===== config.mk =====
export PLATFORM = sky130hd
export DESIGN_NAME = hp_phase_clock_gen
export DESIGN_NICKNAME = d
export VERILOG_FILES = /design/src/rtl/hp_phase_clock_gen_pkg.sv /design/src/rtl/hp_tstate_ring.sv /design/src/rtl/hp_phase_clock_gen.sv
export SDC_FILE = /design/constraint.sdc
export NUM_CORES = 1
export LEC_CHECK = 0
export ABC_CLOCK_PERIOD_IN_PS = 2920
export CAP_MARGIN = 15
export CORE_MARGIN = 4
export CORE_UTILIZATION = 51
export DETAILED_ROUTE_END_ITERATION = 8
export PLACE_DENSITY = 0.79
export RECOVER_POWER = 50
export SYNTH_ARGS = -nofsm -noshare
export SYNTH_HDL_FRONTEND = slang
export SYNTH_SLANG_ARGS = --single-unit

===== constraint.sdc =====
create_clock -name osc_in -period 2.92 [get_ports osc_in]
set_clock_uncertainty 0.2 [all_clocks]
set_input_delay 0.73 -clock osc_in [delete_from_list [all_inputs] [get_ports osc_in]]
set_output_delay 0.73 -clock osc_in [all_outputs]
set_load 0.01 [all_outputs]

===== src/rtl/hp_phase_clock_gen_pkg.sv =====
// hp_phase_clock_gen_pkg: shared mode encodings, FSM state enum and reset-default config
package hp_phase_clock_gen_pkg;

    localparam logic [1:0] MODE_RUN  = 2'b00;
    localparam logic [1:0] MODE_HALT = 2'b01;
    localparam logic [1:0] MODE_STEP = 2'b10;

    typedef enum logic [1:0] {S_HALT, S_RUN, S_STEP} state_t;

    localparam int DEF_DIV = 7;
    localparam int DEF_P1  = 5;
    localparam int DEF_P2  = 7;

endpackage


===== src/rtl/hp_tstate_ring.sv =====
// hp_tstate_ring: one-hot T-state ring that rotates or resyncs on an advance strobe
//   osc_in   clock
//   cdiv_rst asynchronous active-high reset, ring returns to bit0
//   advance  rotate (or resync) on this edge
//   resync   when advancing, load one-hot SYNC_STATE instead of rotating
//   ring     one-hot T-state
module hp_tstate_ring #(
    parameter int N_TSTATE   = 4,
    parameter int SYNC_STATE = 2
) (
    input  logic                osc_in,
    input  logic                cdiv_rst,
    input  logic                advance,
    input  logic                resync,
    output logic [N_TSTATE-1:0] ring
);

    localparam logic [N_TSTATE-1:0] ONE     = {{(N_TSTATE-1){1'b0}}, 1'b1};
    localparam logic [N_TSTATE-1:0] SYNC_OH = ONE << SYNC_STATE;

    always_ff @(posedge osc_in or posedge cdiv_rst)
        if (cdiv_rst)
            ring <= ONE;
        else if (advance)
            ring <= resync ? SYNC_OH : {ring[N_TSTATE-2:0], ring[N_TSTATE-1]};

endmodule


===== src/rtl/hp_phase_clock_gen.sv =====
// hp_phase_clock_gen: programmable two-phase clock generator with run/halt/step and T-state ring
//   osc_in      clock
//   cdiv_rst    asynchronous active-high reset
//   mode        00 run, 01 halt, 10 single-step, 11 halt
//   step        one-cycle pulse starting a single period in step mode
//   div_ratio   period minus one
//   phi1_pos    count that fires phi1
//   phi2_pos    count that fires phi2
//   resync_req  display resync, honoured only at a period boundary
//   phi1_n      active-low phi1 strobe
//   phi2_n      active-low phi2 strobe
//   tstate      one-hot T-state ring
//   cyc_cnt     completed periods, wrapping
//   busy        generator is not halted
//   cfg_err     sticky flag: last offered config was rejected
module hp_phase_clock_gen
    import hp_phase_clock_gen_pkg::*;
#(
    parameter int DIV_W      = 4,
    parameter int N_TSTATE   = 4,
    parameter int SYNC_STATE = 2,
    parameter int CYC_W      = 16
) (
    input  logic                osc_in,
    input  logic                cdiv_rst,
    input  logic [1:0]          mode,
    input  logic                step,
    input  logic [DIV_W-1:0]    div_ratio,
    input  logic [DIV_W-1:0]    phi1_pos,
    input  logic [DIV_W-1:0]    phi2_pos,
    input  logic                resync_req,
    output logic                phi1_n,
    output logic                phi2_n,
    output logic [N_TSTATE-1:0] tstate,
    output logic [CYC_W-1:0]    cyc_cnt,
    output logic                busy,
    output logic                cfg_err
);

    state_t           state, state_nxt;
    logic [DIV_W-1:0] cnt, div_act, p1_act, p2_act;
    logic             active, bnd, cfg_ok, cfg_load;

    assign active   = state != S_HALT;
    assign bnd      = active && cnt == div_act;
    assign busy     = active;
    assign cfg_ok   = div_ratio >= DIV_W'(2) && phi1_pos != phi2_pos &&
                      phi1_pos <= div_ratio && phi2_pos <= div_ratio;
    // The shadow is transparent while halted and otherwise only opens at the boundary,
    // so a running period never sees a config change.
    assign cfg_load = !active || bnd;

    always_comb begin
        state_nxt = state;
        case (state)
            S_HALT:  state_nxt = mode == MODE_RUN ? S_RUN :
                                 (mode == MODE_STEP && step) ? S_STEP : S_HALT;
            S_RUN:   state_nxt = (bnd && mode != MODE_RUN) ? S_HALT : S_RUN;
            S_STEP:  state_nxt = bnd ? S_HALT : S_STEP;
            default: state_nxt = S_HALT;
        endcase
    end

    always_ff @(posedge osc_in or posedge cdiv_rst)
        if (cdiv_rst) begin
            state   <= S_HALT;
            cnt     <= '0;
            div_act <= DIV_W'(DEF_DIV);
            p1_act  <= DIV_W'(DEF_P1);
            p2_act  <= DIV_W'(DEF_P2);
            phi1_n  <= 1'b1;
            phi2_n  <= 1'b1;
            cyc_cnt <= '0;
            cfg_err <= 1'b0;
        end else begin
            state   <= state_nxt;
            cnt     <= cfg_load ? '0 : cnt + DIV_W'(1);
            phi1_n  <= !(active && cnt == p1_act);
            phi2_n  <= !(active && cnt == p2_act);
            cyc_cnt <= cyc_cnt + CYC_W'(bnd);
            if (cfg_load) begin
                cfg_err <= !cfg_ok;
                if (cfg_ok) begin
                    div_act <= div_ratio;
                    p1_act  <= phi1_pos;
                    p2_act  <= phi2_pos;
                end
            end
        end

    hp_tstate_ring #(
        .N_TSTATE  (N_TSTATE),
        .SYNC_STATE(SYNC_STATE)
    ) u_ring (
        .osc_in  (osc_in),
        .cdiv_rst(cdiv_rst),
        .advance (bnd),
        .resync  (resync_req),
        .ring    (tstate)
    );

endmodule


---- Word level (Yosys, flattened, before mapping) ----
Cells that the tools add are included.
word-level totals
  bits in read-only memories .............. 0
  bits in latches ......................... 0
  bits of input ports ..................... 18
  flip-flop bits (word level) ............. 41
  memories ................................ 0
  word-level logic and storage cells ...... 47
  memory bits (writable) .................. 0
  output and inout bits ................... 24
cells by class
  shift-type cells ........................ 0
  mux-type cells .......................... 7
  reduce and logical (&&, ||, !) cells .... 18
  div/mod/pow operators ................... 0
  equal/unequal tests ..................... 7
  add/sub/neg operators ................... 2
  $lt $le $gt $ge ......................... 3
  bitwise logic cells ..................... 0
  multipliers ............................. 0
operators by type and width
  operator               number
  $add A16 B1 Y16        1
  $eq A4 B4 Y1           3
  $le A4 B4 Y1           2
  $logic_and A1 B1 Y1    8
  $mux W4                2
  $mux W2                3
  $pmux W2 S3            1
  $add A4 B1 Y4 const B  1
  $eq A2 B2 Y1 const B   2
  $ge A4 B2 Y1 const B   1
  $logic_not A1 Y1       4
  $logic_not A2 Y1       2
  $ne A4 B4 Y1           1
  $reduce_bool A2 Y1     2
  $eq A2 B1 Y1 const B   1
  $reduce_and A2 Y1      1
  $logic_or A1 B1 Y1     1
  $mux W1                1

---- Longest topological paths before layout ----
Gate-level depths: netlist (run 1).
  word-level depth ........................ 5
  mapped depth ............................ 9
  depth with buffers taken out ............ 8

---- By module ----
A second synthesis (run 1) with hierarchy kept.
unflattened totals
  cell total of the unflattened synthesis .. 174
  area, all modules ....................... 2083.2 µm²
by module, submodules not included
  module              times used  seq. area each (µm²)  cells an instance  area each (µm²)
  hp_phase_clock_gen  1           938.4                 156                1916.8
  hp_tstate_ring      1           101.3                 18                 166.4

---- Worst setup path before layout (run 1) ----
No wires, ideal clock.
  path kind ............................... input to register
  from .................................... in div_ratio[1]
  to ...................................... reg p1_act[1]
  arrival time ............................ 2.359 ns
  slack ................................... 0.236 ns
  data required time ...................... 2.595 ns
  library setup time ...................... 0.125 ns
  path buffers ............................ 1
  stages .................................. 8
  path through ............................ inv_1 ha_1 nor2b_1 o211ai_1 a21oi_1 a2111oi_4 buf_6 mux2_4
on the way
  word-level cells in the longest chain between the ends .. 5
  elaborated cells on any way between the ends .. 7
  those cells by class .................... order compare: 3; reduce/logical: 4
RTL lines
  element                           line                      RTL
  start: declaration                hp_phase_clock_gen.sv:28  input logic [DIV_W-1:0] div_ratio,
  $ge A4 B2 Y1                      hp_phase_clock_gen.sv:47  assign cfg_ok = div_ratio >= DIV_W'(2) && phi1_pos != phi2_pos &&
  $logic_and A1 B1 Y1 (2 in a row)  hp_phase_clock_gen.sv:47
  $logic_and A1 B1 Y1 (*)           hp_phase_clock_gen.sv:48  phi1_pos <= div_ratio && phi2_pos <= div_ratio;
  $reduce_and A2 Y1 (no line) (*)   -
  end signal: assignment            hp_phase_clock_gen.sv:69  p1_act <= DIV_W'(DEF_P1);
  end signal: assignment            hp_phase_clock_gen.sv:85  p1_act <= phi1_pos;
  end: declaration                  hp_phase_clock_gen.sv:41  logic [DIV_W-1:0] cnt, div_act, p1_act, p2_act;
Every way passes the cells marked *; elsewhere a longest branch is shown, timed or not.
A chain may end at the register's enable or synchronous reset.

---- Worst setup path after layout (run 1) ----
  from .................................... in div_ratio[3]
  to ...................................... reg p2_act[3]
on the way
  word-level cells in the longest chain between the ends .. 5
  elaborated cells on any way between the ends .. 7
  those cells by class .................... order compare: 3; reduce/logical: 4
RTL lines
  element                           line                      RTL
  $ge A4 B2 Y1                      hp_phase_clock_gen.sv:47
  $logic_and A1 B1 Y1 (2 in a row)  hp_phase_clock_gen.sv:47
  $logic_and A1 B1 Y1 (*)           hp_phase_clock_gen.sv:48
  $reduce_and A2 Y1 (no line) (*)   -
  end signal: assignment            hp_phase_clock_gen.sv:70  p2_act <= DIV_W'(DEF_P2);
  end signal: assignment            hp_phase_clock_gen.sv:86  p2_act <= phi2_pos;
  end: declaration                  hp_phase_clock_gen.sv:41
Marked as above.

==> results of run 1 <==
-- cell type report --
cell class / count / area (µm²) / area share, %
Sequential cell: 41 / 1040 / 38.3
Multi-Input combinational cell: 119 / 978 / 36.0
Timing Repair Buffer: 57 / 529 / 19.5
Clock buffer: 6 / 72.6 / 2.67
Tap cell: 48 / 60.1 / 2.21
Inverter: 8 / 30.0 / 1.11
Clock inverter: 1 / 5.00 / 0.184
-- report_power, final --
group          switching, µW  internal (µW)
clock network            174            162
registers                163            796
logic                    333            447
total                    669           1410
-- layout by cell type, fill, tap and decap left out, drive strengths merged, types with 2 or more instances in the layout --
cell,instances
buf,14
mux2,12
clkdlybuf4s50,38
ha,11
a21oi,7
o211ai,2
dfstp,11
nor2b,2
clkbuf,8
dfrtp,30
nand3,8
xnor2,21
nor3,2
nand2,7
and3,6
xor2,11
o21ai,3
nand3b,2
nor2,14
nand4,4
inv,8
and4,2
-- kinds of logic after synthesis --
logic type | count (synthesis) | share of synthesized area, %
buf+inv | 11 | 3.10
xor+xnor | 32 | 13.6
simple gates | 49 | 12.6
mux | 12 | 8.21
fa+ha+maj | 11 | 6.69
flops | 41 | 50.5
compound gates | 15 | 5.29
-- flip-flops by register name, indices dropped and copies added (netlist names) --
signal and flops:
phi1_n 1, p1_act 4, state 2, cnt 4, phi2_n 1, u_ring.ring 4
cfg_err 1, cyc_cnt 16, div_act 4, p2_act 4
-- worst max path at each step --
stage,end,slack (ns)
6_report,p2_act[3],0.09
3_3_place_gp,p1_act[1],-0.25
3_5_place_dp,p1_act[1],-0.33
5_1_grt,p2_act[3],-0.003
4_1_cts,p1_act[1],-0.009
2_1_floorplan,p1_act[1],0.24
-- metal layers --
layer	track usage, %	vias up	part of all wire [%]
met1	19.1	696	40
met4	7.52	0	1.5
met2	30.2	36	53
li1	-	710	-
met3	4.07	5	5.1
met5	0	-	0
-- through the flow --
step | total power [µW] | hold WS, ns | instances
5_1_grt | 2200 | 0.264 | 280
3_3_place_gp | 1700 | 0.236 | 273
6_report | 2070 | 0.258 | 280
3_5_place_dp | 1750 | 0.248 | 273
2_1_floorplan | 1450 | 0.226 | 171
4_1_cts | 2100 | 0.257 | 280
-- repair_timing --
item                                    CTS  global route
resized for setup                         4             4
gates cloned                              0             0
endpoints found under the setup margin    2            12
pin swaps                                 3             2
==> flow_metrics.py, run 1 <==
metrics = {
    "outcome": {
        "outcome": "finished, final reports clean",
    },
    "clock_network": {
        "cts_root_buf": "clkbuf_8",
        "ctsHtreeMaxLevel": 2,
        "cts_tree": "built",
        "cts_buffer_depth": 2,
        "path_clk_slew_ns": 0.07,
        "clock_sinks": 41,
        "cts_setup_buffers": 0,
        "cts_hold_buf": 0,
        "clock_latency_ns": 0.29,
        "numCtsBuffers": 5,
    },
    "yosys": {
        "synth-edff-count": 0,
        "syn_nets": 200,
        "synth.top_cells.by_count": "dfrtp_1, xnor2_1, nor2_1",
        "synthFlopType": "dfrtp_1",
        "synth_area_leaders": "dfrtp_1, dfstp_2, xnor2_1",
        "synthDominantCellAreaShare_pct": 36.5,
        "ys_seq_area_share_pct": 50.5,
        "syn_area_um2": 2060,
        "synth_cell_types": 27,
        "yosys.area.top_type": "dfrtp_1",
        "syn_inst": 171,
        "yosysMostFrequentCell": "dfrtp_1",
        "syn_avg_cell_area_um2": 12.0,
        "synthArstFlopShare_pct": 100,
        "ys_ff_latch": 41,
        "ys_warn_count": 0,
    },
    "worst_setup_path": {
        "arrival_ns": 2.80,
        "setup.worst_path.end_class": "register",
        "critPathBufInv": 3,
        "r2r-start": "cnt[0]",
        "startpoint": "div_ratio[3]",
        "cp_data_required_time_ns": 2.89,
        "r2r.worst_path.cells": 8,
        "r2r-end": "cyc_cnt[15]",
        "cp.depth": 8,
        "worstSetupPathType": "in2reg",
        "path_max_fanout": 5,
        "cp_cell_sequence": "clkdlybuf4s50_1 > inv_1 > ha_1 > and4_1 > a21oi_2 > a2111oi_4 > buf_4 > mux2_2",
        "startpoint_type": "primary input",
        "crit_slowest_cell": "clkdlybuf4s50_1",
        "max_stage_delay_ns": 0.48,
        "ff2ff_setup_slack_ns": 0.39,
        "path_delay_family": "buffers and inverters",
    },
    "timing": {
        "finalHoldViolCount": 0,
        "clock.fmax_ghz": 0.353,
        "fin_crit_sh_pct": 96.9,
        "finalSetupViolations": 0,
        "fin_ws_ns": 0.0901,
        "tns_ns": 0,
        "tightest_slew_ns": 0.956,
        "slew_violations": 0,
        "fin_crit_ns": 2.83,
        "max-slew-margin-rel_pct": 36.3,
    },
    "detailed_routing": {
        "vias_per_cell": 5.17,
        "drt_iter0_markers": 50,
        "drc_errors": 0,
        "drt-total-wl_mm": 4.06,
        "postRouteAntennaNets": 0,
        "vias": 1447,
        "wl_per_cell_um": 14.5,
        "first_pass_iters": 4,
    },
    "floorplanning": {
        "die_area_um2": 5120,
        "initial_core_util_pct": 54.6,
        "pin_count": 42,
        "fp.dieH_um": 71.5,
        "core_area_um2": 3770,
        "fp.dieW_um": 71.5,
        "rows": 22,
    },
    "min_path": {
        "hold_start": "state[0]",
        "min_path_cells": 1,
        "min_to": "state[1]",
        "min_path_type": "reg2reg",
    },
    "layout": {
        "final_area_um2": 2720,
        "insertedDiodeCount": 0,
        "fillCellCount": 249,
        "layout-drive-gt1-share_pct": 22.0,
        "finalNetCount": 261,
        "area_delta_synth_final_pct": 31.9,
        "final_core_util_pct": 72.0,
    },
    "grt": {
        "globalRouteOverflowTotal": 0,
        "antenna_found_initial": 0,
        "grt_pass1_wl_mm": 6.84,
        "grt_pass1_vias": 1521,
        "track_usage_pct": 17.0,
        "grt_start_max_net_pins": 42,
    },
    "pwr": {
        "power_density_nw_per_um2": 764,
        "worst_ir_drop_vdd_mv": 0.400,
        "p_leak_uw": 0.00123,
    },
    "placed_design": {
        "gp_congestion": 0.839,
        "post-place-ws_ns": -0.333,
        "numPortBuffers": 41,
        "dp_hpwl_mm": 3.19,
        "placed_area_um2": 2620,
    },
    "job": {
        "cap_viol_max_count": 0,
    },
}
(Power assumes the default switching activity.)
==> inputs of run 2 (changes only) <==
--- a/config.mk
+++ b/config.mk
@@ -6,7 +6,7 @@
 export NUM_CORES = 1
 export LEC_CHECK = 0
 export ABC_CLOCK_PERIOD_IN_PS = 2920
-export CAP_MARGIN = 15
+export CAP_MARGIN = 20
 export CORE_MARGIN = 4
 export CORE_UTILIZATION = 51
 export DETAILED_ROUTE_END_ITERATION = 8
@@ -14,4 +14,5 @@
 export RECOVER_POWER = 50
 export SYNTH_ARGS = -nofsm -noshare
 export SYNTH_HDL_FRONTEND = slang
+export SYNTH_HIERARCHICAL = 1
 export SYNTH_SLANG_ARGS = --single-unit
==> run 2 against run 1 <==
Hold slack got worse by 0.0024 ns. First-iteration DRC count rose by 74%. Sequential power rose by 0.9%. Final area rose by 2.9%. Synthesized cell count rose by 1.8%. Final cell count rose by 1.8%. Die area rose by 1.1%. Routed wire length rose by 6.9%. Power rose by 5.0%.
==> flow_metrics.py, run 2 <==
metrics = {
    "layout": {
        "final_common_cell": "clkdlybuf4s50_1",
        "fillCellCount": 254,
        "stdcell_count": 285,
        "finalNetCount": 265,
        "insertedDiodeCount": 0,
        "largest-register": "cyc_cnt",
        "final_area_um2": 2800,
        "area_delta_synth_final_pct": 34.2,
        "largest_reg_flops": 16,
        "layout-drive-gt1-share_pct": 24.9,
        "final_cell_mix": "clkdlybuf4s50_1, dfrtp_1, xnor2_1",
    },
    "timing": {
        "clock.fmax_ghz": 0.345,
        "tightest_slew_ns": 0.887,
        "max-slew-margin-rel_pct": 40.9,
        "fin_crit_ns": 2.90,
        "slew_violations": 0,
        "tns_ns": 0,
        "finalHoldViolCount": 0,
        "fin_ws_ns": 0.0181,
        "hold_ws_ns": 0.256,
        "fin_crit_sh_pct": 99.4,
        "finalSetupViolations": 0,
    },
    "yosys": {
        "syn_avg_cell_area_um2": 12.0,
        "syn_nets": 203,
        "synth-edff-count": 0,
        "ys_seq_area_share_pct": 49.9,
        "yosys.area.top_type": "dfrtp_1",
        "synthFlopType": "dfrtp_1",
        "synth.top_cells.by_count": "dfrtp_1, xnor2_1, nor2_1",
        "ys_ff_latch": 41,
        "synthDominantCellAreaShare_pct": 36.0,
        "synth_cell_types": 30,
        "yosysMostFrequentCell": "dfrtp_1",
        "syn_inst": 174,
        "ys_warn_count": 6,
        "synthArstFlopShare_pct": 100,
        "syn_area_um2": 2080,
        "synth_area_leaders": "dfrtp_1, dfstp_2, xnor2_1",
    },
    "placed_design": {
        "numPortBuffers": 41,
        "dp_hpwl_mm": 3.22,
        "post-place-ws_ns": -0.276,
        "placed_area_um2": 2650,
        "gp_congestion": 0.808,
        "dp.cells": 275,
    },
    "grt": {
        "use_met1_pct": 19.2,
        "grt_use_met3_pct": 5.12,
        "grt_start_max_net_pins": 38,
        "grt_pass1_vias": 1446,
        "antenna_found_initial": 0,
        "grt_pass1_wl_mm": 6.74,
        "use_met2_pct": 30.8,
        "top_usage_layer": "met2",
        "globalRouteOverflowTotal": 0,
        "track_usage_pct": 16.9,
    },
    "worst_setup_path": {
        "r2r.worst_path.cells": 9,
        "worstSetupPathType": "in2reg",
        "r2r-start": "cnt[2]",
        "path_delay_family": "buffers and inverters",
        "setup.worst_path.end_class": "register",
        "ff2ff_setup_slack_ns": 0.40,
        "path_max_fanout": 7,
        "cp.depth": 10,
        "r2r-end": "cyc_cnt[12]",
        "critPathBufInv": 4,
        "arrival_ns": 2.87,
        "crit_slowest_cell": "clkdlybuf4s50_1",
        "max_stage_delay_ns": 0.49,
        "cp_cell_sequence": "clkdlybuf4s50_1 > inv_2 > ha_4 > nor2b_1 > o211ai_1 > a21oi_2 > a2111oi_4 > buf_4 > buf_12 > mux2_4",
        "startpoint_type": "primary input",
        "cp_data_required_time_ns": 2.89,
    },
    "detailed_routing": {
        "drt_iter0_markers": 87,
        "drt-total-wl_mm": 4.35,
        "vias_per_cell": 5.18,
        "wl_per_cell_um": 15.2,
        "vias": 1477,
        "postRouteAntennaNets": 0,
        "drc_errors": 0,
        "first_pass_iters": 6,
    },
    "floorplanning": {
        "die_area_um2": 5170,
        "core_area_um2": 3800,
        "pin_count": 42,
        "fp.dieW_um": 71.9,
        "fp.dieH_um": 71.9,
        "initial_core_util_pct": 54.8,
        "rows": 22,
    },
    "min_path": {
        "min_to": "state[1]",
        "min_path_cells": 1,
        "min_path_type": "reg2reg",
        "hold_start": "state[0]",
    },
    "pwr": {
        "clockPowerShare_pct": 17.3,
        "netSwitchingFraction_pct": 31.9,
        "power.switching_uw": 695,
        "worst_ir_drop_vdd_mv": 0.385,
        "pwr-share-comb_pct": 38.3,
        "power_density_nw_per_um2": 779,
        "p_seq_share_pct": 44.5,
        "p_int_uw": 1480,
        "p_leak_uw": 0.00126,
    },
    "clock_network": {
        "path_clk_slew_ns": 0.07,
        "clock_latency_ns": 0.28,
        "ctsHtreeMaxLevel": 2,
        "cts_hold_buf": 0,
        "cts_root_buf": "clkbuf_8",
        "cts_tree": "built",
        "numCtsBuffers": 5,
        "clock_sinks": 41,
        "cts_buffer_depth": 2,
    },
    "job": {
        "cap_viol_max_count": 0,
    },
    "outcome": {
        "outcome": "finished, final reports clean",
    },
}
-- run 2: how the worst max path moves through the flow --
stage / from / endpoint
after global placement: div_ratio[1] / p1_act[3]
after CTS: div_ratio[1] / div_act[1]
after detailed placement: div_ratio[1] / p1_act[3]
after floorplan: div_ratio[1] / div_act[3]
after global routing: div_ratio[1] / div_act[3]
final: div_ratio[1] / div_act[3]
-- run 2: layer usage --
metal,share of wire (%),wire (µm),vias up
met5,0,0,-
met4,0.53,23,0
met3,4.5,195,2
met2,55,2390,39
met1,40,1740,720
li1,-,-,716
-- run 2: final cells by class --
cell class / count / area, µm² / area share, %
clock buffer: 8 / 90.1 / 3.22
multi-input combinational: 118 / 988 / 35.4
tap: 48 / 60.1 / 2.15
sequential: 41 / 1040 / 37.2
inverter: 11 / 41.3 / 1.48
timing repair buffer: 59 / 576 / 20.6
-- run 2: kinds of logic after synthesis --
| family | Yosys count | share of synthesized area (%) |
|---|---|---|
| and+or+nand+nor | 49 | 12.4 |
| DFF | 41 | 49.9 |
| xor gates and xnor gates | 32 | 14.2 |
| buffers and inverters | 15 | 3.84 |
| AOI/OAI and AO/OA | 14 | 4.92 |
| muxes | 12 | 8.11 |
| adders and majority gates | 11 | 6.61 |
-- run 2: timing repair --
action | in CTS | in global routing
endpoints found under the setup margin | 0 | 8
buffers inserted | 0 | 1
gates resized for setup | 0 | 7
-- run 2: metrics by stage --
| step | util [%] | power [µW] |
|---|---|---|
| after floorplan | - | 1480 |
| after global placement | 69.7 | 1720 |
| after detailed placement | 69.7 | 1780 |
| after CTS | 72.1 | 2150 |
| after global routing | 73.6 | 2300 |
| final | 73.6 | 2180 |
-- run 2: power groups by stage --
stage / logic (µW) / registers (µW) / clock network [µW]
floorplan: 538 / 946 / 0
global placement: 761 / 959 / 0
detailed placement: 799 / 979 / 0
CTS: 804 / 970 / 379
global route: 900 / 994 / 410
finish: 834 / 968 / 376
